$ cat src/rtl/asg_seg_seq.sv
// asg_seg_seq -- segment sequencer for an arbitrary signal generator channel.
//
// Holds a table of 2**NSEG_BITS segments. Each segment has a buffer offset,
// a size, a step and a control word. The sequencer walks the table and drives
// one channel: it loads the configuration, resets and triggers the channel,
// and counts table-wrap pulses until the segment is finished. A segment then
// either chains to its successor or ends the sequence.
//
// Ports
//   dac_clk_i    DAC clock
//   dac_rst_i    asynchronous active-high reset
//   cfg_we_i     segment table write strobe
//   cfg_seg_i    segment index to write
//   cfg_field_i  field select: 0=ofs 1=size 2=step 3=ctrl
//   cfg_wdata_i  write data; ctrl = {last[24], next[16+:NSEG_BITS], ncyc[15:0]}
//   start_i      start pulse (honoured only when idle)
//   start_seg_i  first segment of the sequence
//   abort_i      stop immediately; has priority over everything else
//   wrap_i       channel table-wrap pulse
//   ch_ofs_o     channel buffer offset
//   ch_size_o    channel buffer size
//   ch_step_o    channel phase step
//   ch_rst_o     channel FSM reset
//   ch_trig_o    channel start pulse
//   busy_o       sequence active
//   seg_o        current segment index
//   seg_cnt_o    segments started since start (saturates)
//   done_o       one-cycle end-of-sequence pulse
module asg_seg_seq #(
    parameter int RSZ       = 14,
    parameter int NSEG_BITS = 3
) (
    input  logic                 dac_clk_i,
    input  logic                 dac_rst_i,
    input  logic                 cfg_we_i,
    input  logic [NSEG_BITS-1:0] cfg_seg_i,
    input  logic [1:0]           cfg_field_i,
    input  logic [31:0]          cfg_wdata_i,
    input  logic                 start_i,
    input  logic [NSEG_BITS-1:0] start_seg_i,
    input  logic                 abort_i,
    input  logic                 wrap_i,
    output logic [RSZ+15:0]      ch_ofs_o,
    output logic [RSZ+15:0]      ch_size_o,
    output logic [RSZ+15:0]      ch_step_o,
    output logic                 ch_rst_o,
    output logic                 ch_trig_o,
    output logic                 busy_o,
    output logic [NSEG_BITS-1:0] seg_o,
    output logic [15:0]          seg_cnt_o,
    output logic                 done_o
);

    localparam int W    = RSZ + 16;
    localparam int NSEG = 2 ** NSEG_BITS;

    typedef enum logic [2:0] {
        S_IDLE,
        S_LOAD,
        S_PRIME,
        S_RUN,
        S_DONE
    } state_t;

    // Segment table
    logic [W-1:0]         ofs_tbl_q  [NSEG];
    logic [W-1:0]         size_tbl_q [NSEG];
    logic [W-1:0]         step_tbl_q [NSEG];
    logic [15:0]          ncyc_tbl_q [NSEG];
    logic [NSEG_BITS-1:0] next_tbl_q [NSEG];
    logic                 last_tbl_q [NSEG];

    // Sequencer state
    state_t               state_q, state_d;
    logic [NSEG_BITS-1:0] seg_q, seg_d;
    logic [15:0]          seg_cnt_q, seg_cnt_d;
    logic [15:0]          cnt_q, cnt_d;
    logic [NSEG_BITS-1:0] next_q, next_d;
    logic                 last_q, last_d;
    logic [W-1:0]         ofs_q, ofs_d;
    logic [W-1:0]         size_q, size_d;
    logic [W-1:0]         step_q, step_d;

    always_ff @(posedge dac_clk_i or posedge dac_rst_i) begin
        if (dac_rst_i) begin
            for (int i = 0; i < NSEG; i++) begin
                ofs_tbl_q[i]  <= '0;
                size_tbl_q[i] <= '0;
                step_tbl_q[i] <= '0;
                ncyc_tbl_q[i] <= '0;
                next_tbl_q[i] <= '0;
                last_tbl_q[i] <= 1'b0;
            end
        end else if (cfg_we_i) begin
            case (cfg_field_i)
                2'd0: ofs_tbl_q[cfg_seg_i]  <= W'(cfg_wdata_i);
                2'd1: size_tbl_q[cfg_seg_i] <= W'(cfg_wdata_i);
                2'd2: step_tbl_q[cfg_seg_i] <= W'(cfg_wdata_i);
                2'd3: begin
                    ncyc_tbl_q[cfg_seg_i] <= cfg_wdata_i[15:0];
                    next_tbl_q[cfg_seg_i] <= cfg_wdata_i[16 +: NSEG_BITS];
                    last_tbl_q[cfg_seg_i] <= cfg_wdata_i[24];
                end
            endcase
        end
    end

    always_ff @(posedge dac_clk_i or posedge dac_rst_i) begin
        if (dac_rst_i) begin
            state_q   <= S_IDLE;
            seg_q     <= '0;
            seg_cnt_q <= '0;
            cnt_q     <= '0;
            next_q    <= '0;
            last_q    <= 1'b0;
            ofs_q     <= '0;
            size_q    <= '0;
            step_q    <= '0;
        end else begin
            state_q   <= state_d;
            seg_q     <= seg_d;
            seg_cnt_q <= seg_cnt_d;
            cnt_q     <= cnt_d;
            next_q    <= next_d;
            last_q    <= last_d;
            ofs_q     <= ofs_d;
            size_q    <= size_d;
            step_q    <= step_d;
        end
    end

    always_comb begin
        state_d   = state_q;
        seg_d     = seg_q;
        seg_cnt_d = seg_cnt_q;
        cnt_d     = cnt_q;
        next_d    = next_q;
        last_d    = last_q;
        ofs_d     = ofs_q;
        size_d    = size_q;
        step_d    = step_q;

        if (abort_i) begin
            // Abort wins in every state; channel configuration is left as is.
            state_d = S_IDLE;
        end else begin
            case (state_q)
                S_IDLE: begin
                    if (start_i) begin
                        seg_d     = start_seg_i;
                        seg_cnt_d = '0;
                        state_d   = S_LOAD;
                    end
                end
                S_LOAD: begin
                    // next/last are captured here too, so table edits to the
                    // running segment only matter at its next load.
                    ofs_d   = ofs_tbl_q[seg_q];
                    size_d  = size_tbl_q[seg_q];
                    step_d  = step_tbl_q[seg_q];
                    cnt_d   = ncyc_tbl_q[seg_q];
                    next_d  = next_tbl_q[seg_q];
                    last_d  = last_tbl_q[seg_q];
                    if (seg_cnt_q != 16'hFFFF) begin
                        seg_cnt_d = seg_cnt_q + 16'd1;
                    end
                    state_d = S_PRIME;
                end
                S_PRIME: begin
                    state_d = S_RUN;
                end
                S_RUN: begin
                    // A zero count means run forever: wraps never reach 1.
                    if (wrap_i && (cnt_q != 16'd0)) begin
                        cnt_d = cnt_q - 16'd1;
                        if (cnt_q == 16'd1) begin
                            if (last_q) begin
                                state_d = S_DONE;
                            end else begin
                                seg_d   = next_q;
                                state_d = S_LOAD;
                            end
                        end
                    end
                end
                S_DONE: begin
                    state_d = S_IDLE;
                end
                default: begin
                    state_d = S_IDLE;
                end
            endcase
        end
    end

    assign busy_o    = (state_q != S_IDLE);
    assign ch_rst_o  = !((state_q == S_PRIME) || (state_q == S_RUN));
    assign ch_trig_o = (state_q == S_PRIME);
    assign done_o    = (state_q == S_DONE);
    assign seg_o     = seg_q;
    assign seg_cnt_o = seg_cnt_q;
    assign ch_ofs_o  = ofs_q;
    assign ch_size_o = size_q;
    assign ch_step_o = step_q;

endmodule

$ cat config.mk
export PLATFORM = sky130hd
export DESIGN_NAME = asg_seg_seq
export DESIGN_NICKNAME = d
export VERILOG_FILES = /design/src/rtl/asg_seg_seq.sv
export SDC_FILE = /design/constraint.sdc
export NUM_CORES = 2
export LEC_CHECK = 0
export CORE_ASPECT_RATIO = 0.9
export CORE_MARGIN = 2
export CORE_UTILIZATION = 35
export DETAILED_ROUTE_END_ITERATION = 16
export GPL_TIMING_DRIVEN = 1
export MAX_ROUTING_LAYER = met4
export SYNTH_ARGS = -nofsm -noshare
export SYNTH_HDL_FRONTEND = slang
export SYNTH_SLANG_ARGS = --single-unit
$ cat constraint.sdc
create_clock -name dac_clk_i -period 36.8 [get_ports dac_clk_i]
set_input_delay 7.36 -clock dac_clk_i [delete_from_list [all_inputs] [get_ports dac_clk_i]]
set_output_delay 7.36 -clock dac_clk_i [all_outputs]
set_load 0.02 [all_outputs]
; ---- Word level (Yosys, flattened, before mapping)
; Cells that the tools add are included.
[classes]
n_bitwise = 3
mux = 48
n_lt_le_gt_ge = 3
n_eq_ne = 17
reduce_logical = 20
addsub = 2
[ops]
columns = cell, count
row1 = 240-bit bitwise mux, 3
row2 = 30-bit binary-select mux with 3-bit select, 3
row3 = 30-bit 2-to-1 mux, 7
row4 = 128-bit bitwise mux, 1
row5 = 16-bit 2-to-1 mux, 6
row6 = 30-bit demux with 3-bit select, 1
row7 = 16-bit case mux with 2 select lines, 2
row8 = 16-bit binary-select mux with 3-bit select, 1
row9 = 16-bit demux with 3-bit select, 1
row10 = 3-bit 2-to-1 mux, 12
row11 = 24-bit bitwise mux, 1
row12 = "16-bit by 1-bit adder with 16-bit output, second input constant", 1
row13 = "16-bit by 1-bit equality test with 1-bit output, second input constant", 1
row14 = "16-bit inequality test, second input constant", 1
row15 = 16-bit nonzero test, 1
row16 = "16-bit by 1-bit subtractor with 16-bit output, second input constant", 1
row17 = 3-bit case mux with 4 select lines, 1
row18 = "2-bit inequality test, second input constant", 5
row19 = 2-bit AND reduction, 5
row20 = 3-bit binary-select mux with 3-bit select, 1
row21 = 3-bit demux with 3-bit select, 1
row22 = "3-bit inequality test, second input constant", 3
row23 = 8-bit bitwise mux, 1
row24 = "4-bit greater-or-equal comparator, second input constant", 2
row25 = other kinds (22), 31
[word_totals]
wordCells = 150
regBits = 1012
out_inout_bits = 113

; ---- Depth between registers and ports, before layout
[logic_depth]
depth_word = 6
ltp_mapped = 8
depth_no_buf = 7

; ---- Least setup slack after synthesis
; No wires, ideal clock.
[synth_path]
kind = input -> register
start = input abort_i
end = register ofs_q[29], in the netlist ch_ofs_o[29]
stages = 5
setup_slack_ns = 27.971
n_path_buf = 3
arrival_time_ns = 8.692
path_cell_list = clkbuf_1 > nor4b_2 > clkbuf_1 > clkbuf_1 > a21oi_1
[synth_between]
elab_chain_len = 2
[synth_rtl]
columns = item, line_no
row1 = start: declaration, 41  ; input logic abort_i,
row2 = 1-bit NOT (no source line), --
row3 = 2-bit AND reduction (no source line), --
row4 = end signal: assignment, 126  ; ofs_q <= ofs_d;
row5 = end: declaration, 80  ; logic [W-1:0] ofs_q, ofs_d;
; Every way passes these cells.
; A chain may end at the register's enable or synchronous reset.

==> metrics.md <==
| Metric | Value |
|---|---|
| Status | finished, final reports clean |
| Top cells by instance count after synthesis | dfrtp_1, mux2_2, mux4_2, clkbuf_1, nor2_1 |
| Final cell count without fillers | 4810 |
| Hold Crit Class | reg -> reg |
| PnR worst setup slack | 26.46 ns |
| Comb power frac | 28.4% |
| Initial antenna violation count | 8 |
| Power share of the clock group | 30.4% |
| Setup TNS | 0 ns |
| Worst skew pair latency | 0.68 ns |
| Area leader, netlist | dfrtp_1 |
| Slew headroom | 17.2% |
| Worst Tran Pin Value | 1.24 ns |
| IO Port Bufs | 156 |
| GR Overflow Total | 0 |
| Starting DRT DRC Count | 1495 |
| CTS Buf Count | 108 |
| Max Cap Viol | 0 |
| Postcts setup bufs | 0 |
| Fin util | 40.7% |
| Die area | 131000 µm² |
| CP required | 37.48 ns |
| Synthesized area | 44900 µm² |
| Async SR Flop Fraction | 100% |
| H-tree depth | 3 |
| Post-Place Cells | 4614 |
| Top cell type's share of synthesized area | 56.4% |
| First-pass GRT wire length | 170000 µm |
| Nets@finish | 3072 |
| Starting Density | 35.3% |
| Critical Path AT | 11.03 ns |
| Switching part of the total | 29.7% |
| Top_reg_cell synth | dfrtp_1 |
| Clock Skew | 0.0176 ns |
| Worst Setup End Kind | asynchronous set/reset pin |
| Syn Nets | 3012 |
| PD cells | 71.5 nW/µm² |
| Count of cell types in the netlist | 64 |
| Drt drc | 0 |
| CTS sink cnt | 1012 |
| Dominant cells by area after synthesis | dfrtp_1, mux2_2, mux4_2, mux2i_1, clkbuf_1 |
| Crit path max fanout | 160 |
| Final Critical Period | 10.34 ns |
| Area Growth Syn to Fin | 15.4% |
| DRT antenna net count | 0 |
| Core box area | 127000 µm² |
| FF+latch count, synth | 1012 |
| PostCTS Resize Cnt | 0 |
| Max clock buf depth | 3 |
| Vias | 25100 |
| Final period util | 28.1% |
| Pre-CTS WS | 25.60 ns |
| CP Launch Type | input pin |
| YS warnings | 0 |
| Largest net degree at the start of global routing | 191 |
| # IOs | 159 |
| Most common cell in the netlist | dfrtp_1 |
| Share of cells above drive strength 1 | 44.3% |
| Hold_buf cts | 0 |
| Sequential fraction of the synthesis area | 56.4% |
| Pre-antenna DRT Iters | 5 |
| Finish-stage setup viols | 0 |
| TritonCTS clock tree | built |
| Sw power | 1.10 mW |
| Detailed Place HPWL | 63600 µm |
| Sequential share of power | 41.2% |
| FP Rows | 124 |
| Vias in the first global route | 26200 |
| Slew Viols, Final | 0 |
| Worst VDD drop | 0.0411 mV |
| Final Hold Vio Count | 0 |
| Drt total wl | 111000 µm |
| Leak pwr | 22.6 nW |
| Clk root buf | clkbuf_16 |
| WS Path Type | in -> async |
| Syn_area_per_cell | 15.2 µm² |
| WL per Instance | 23.0 µm |
| Clk slew on worst S/H paths | 0.05 ns |
| Number of synthesized flops with an enable pin | 0 |
| RSZ-0062 raised after global routing | false |
| Gp weighted congestion | 0.798 |
| Cells after synthesis | 2963 |
| Die width | 382 µm |
| Pint | 2.61 mW |
| Die height | 344 µm |
| Vias per cell | 5.22 |
| GRT Total Usage | 17.5% |
| Fmax | 96.7 MHz |
-- worst max-delay path, cell delays in order --
cell	delay (ns)
clkdlybuf4s50_1	0.49
inv_8	0.59
buf_4	0.78
buf_12	0.71
buf_4	0.84
-- routing by layer --
metal  part of all wire, %  up-vias  GRT usage [%]
li1                      -    11000              -
met1                    47    13600           24.1
met2                    47      373           27.2
met3                   3.9      151           2.93
met4                   2.0        0           3.95
met5                     0        -              -
-- through the flow --
stage               cell area, µm²  hold slack, ns  total power [mW]
floorplan                    44900           0.474              2.27
global placement             48200           0.482              2.60
detailed placement           48200           0.488              2.62
CTS                          51800           0.501              3.76
global route                 51800           0.508              3.91
finish                       51800           0.499              3.71
-- registers in the layout, indices dropped and copies added (netlist names), 8 cells and up --
name and count:
last_tbl_q 8, size_tbl_q 240, ch_size_o 30, ofs_tbl_q 240
ch_ofs_o 30, step_tbl_q 240, seg_cnt_o 16, cnt_q 16
ch_step_o 30, next_tbl_q 24, ncyc_tbl_q 128
-- kinds of logic (layout without fill, tap and decap cells) --
kind of cell             after synthesis  count (layout)  share of synthesized area (%)
multiplexers                        1205            1205                           35.4
flip-flops                          1012            1012                           56.4
buffers and inverters                272             411                           2.48
AND/OR/NAND/NOR                      271             271                           2.96
AO/OA/AOI/OAI                        195             195                           2.55
XOR/XNOR                               5               5                         0.0975
adder cells (fa/ha/maj)                3               3                         0.0836
other                                  0               7                              0
-- final cells by class --
cell class,count,area [µm²]
inverters,6,30.0
repair buffers,216,2060
multi-input cells,1679,18600
flip-flops and latches,1012,25300
diodes,7,17.5
well taps,1701,2130
clock inverters,36,579
clock buffers,153,3070
fillers,11800,75400
-- power groups by stage --
stage | clock network [mW] | logic [mW] | registers [mW]
4_1_cts | 1.16 | 1.08 | 1.53
6_report | 1.13 | 1.05 | 1.53
3_3_place_gp | 0 | 1.06 | 1.54
5_1_grt | 1.21 | 1.14 | 1.56
3_5_place_dp | 0 | 1.07 | 1.55
2_1_floorplan | 0 | 0.719 | 1.55
-- worst paths after layout --
kind	cells after the start	end	from	slack [ns]
hold reg to reg	1	size_tbl_q[22]	size_tbl_q[22]	0.50
min in group asynchronous	2	ch_size_o[14]	dac_rst_i	7.25
hold / removal	1	size_tbl_q[22]	size_tbl_q[22]	0.50
setup / recovery	5	size_tbl_q[88]	dac_rst_i	26.46
setup reg to reg	5	last_q	seg_o[0]	32.99
max in group dac_clk_i	1	seg_o[1]	seg_o[1]	26.96
-- placed cells by master (no fill, tap or decap), types with 6 or more instances in the layout --
cell type        instances
a21oi_1                111
nand3_1                 10
clkinv_2                14
clkbuf_16              110
diode_2                  7
bufinv_16               14
clkbuf_1                27
nand3b_1                 7
dfrtp_1               1009
nand2_2                 13
clkdlybuf4s50_1        156
buf_4                   56
nor2_4                  12
a211oi_1                 6
clkbuf_8                16
mux2_2                 882
nor2_1                 120
nor3_1                  10
mux2i_1                100
nand2_1                 34
a31oi_1                 13
nand4_1                  9
mux4_2                 220
nor3b_1                  6
o21ai_0                 30
o31ai_1                 10
(Power assumes the default switching activity.)
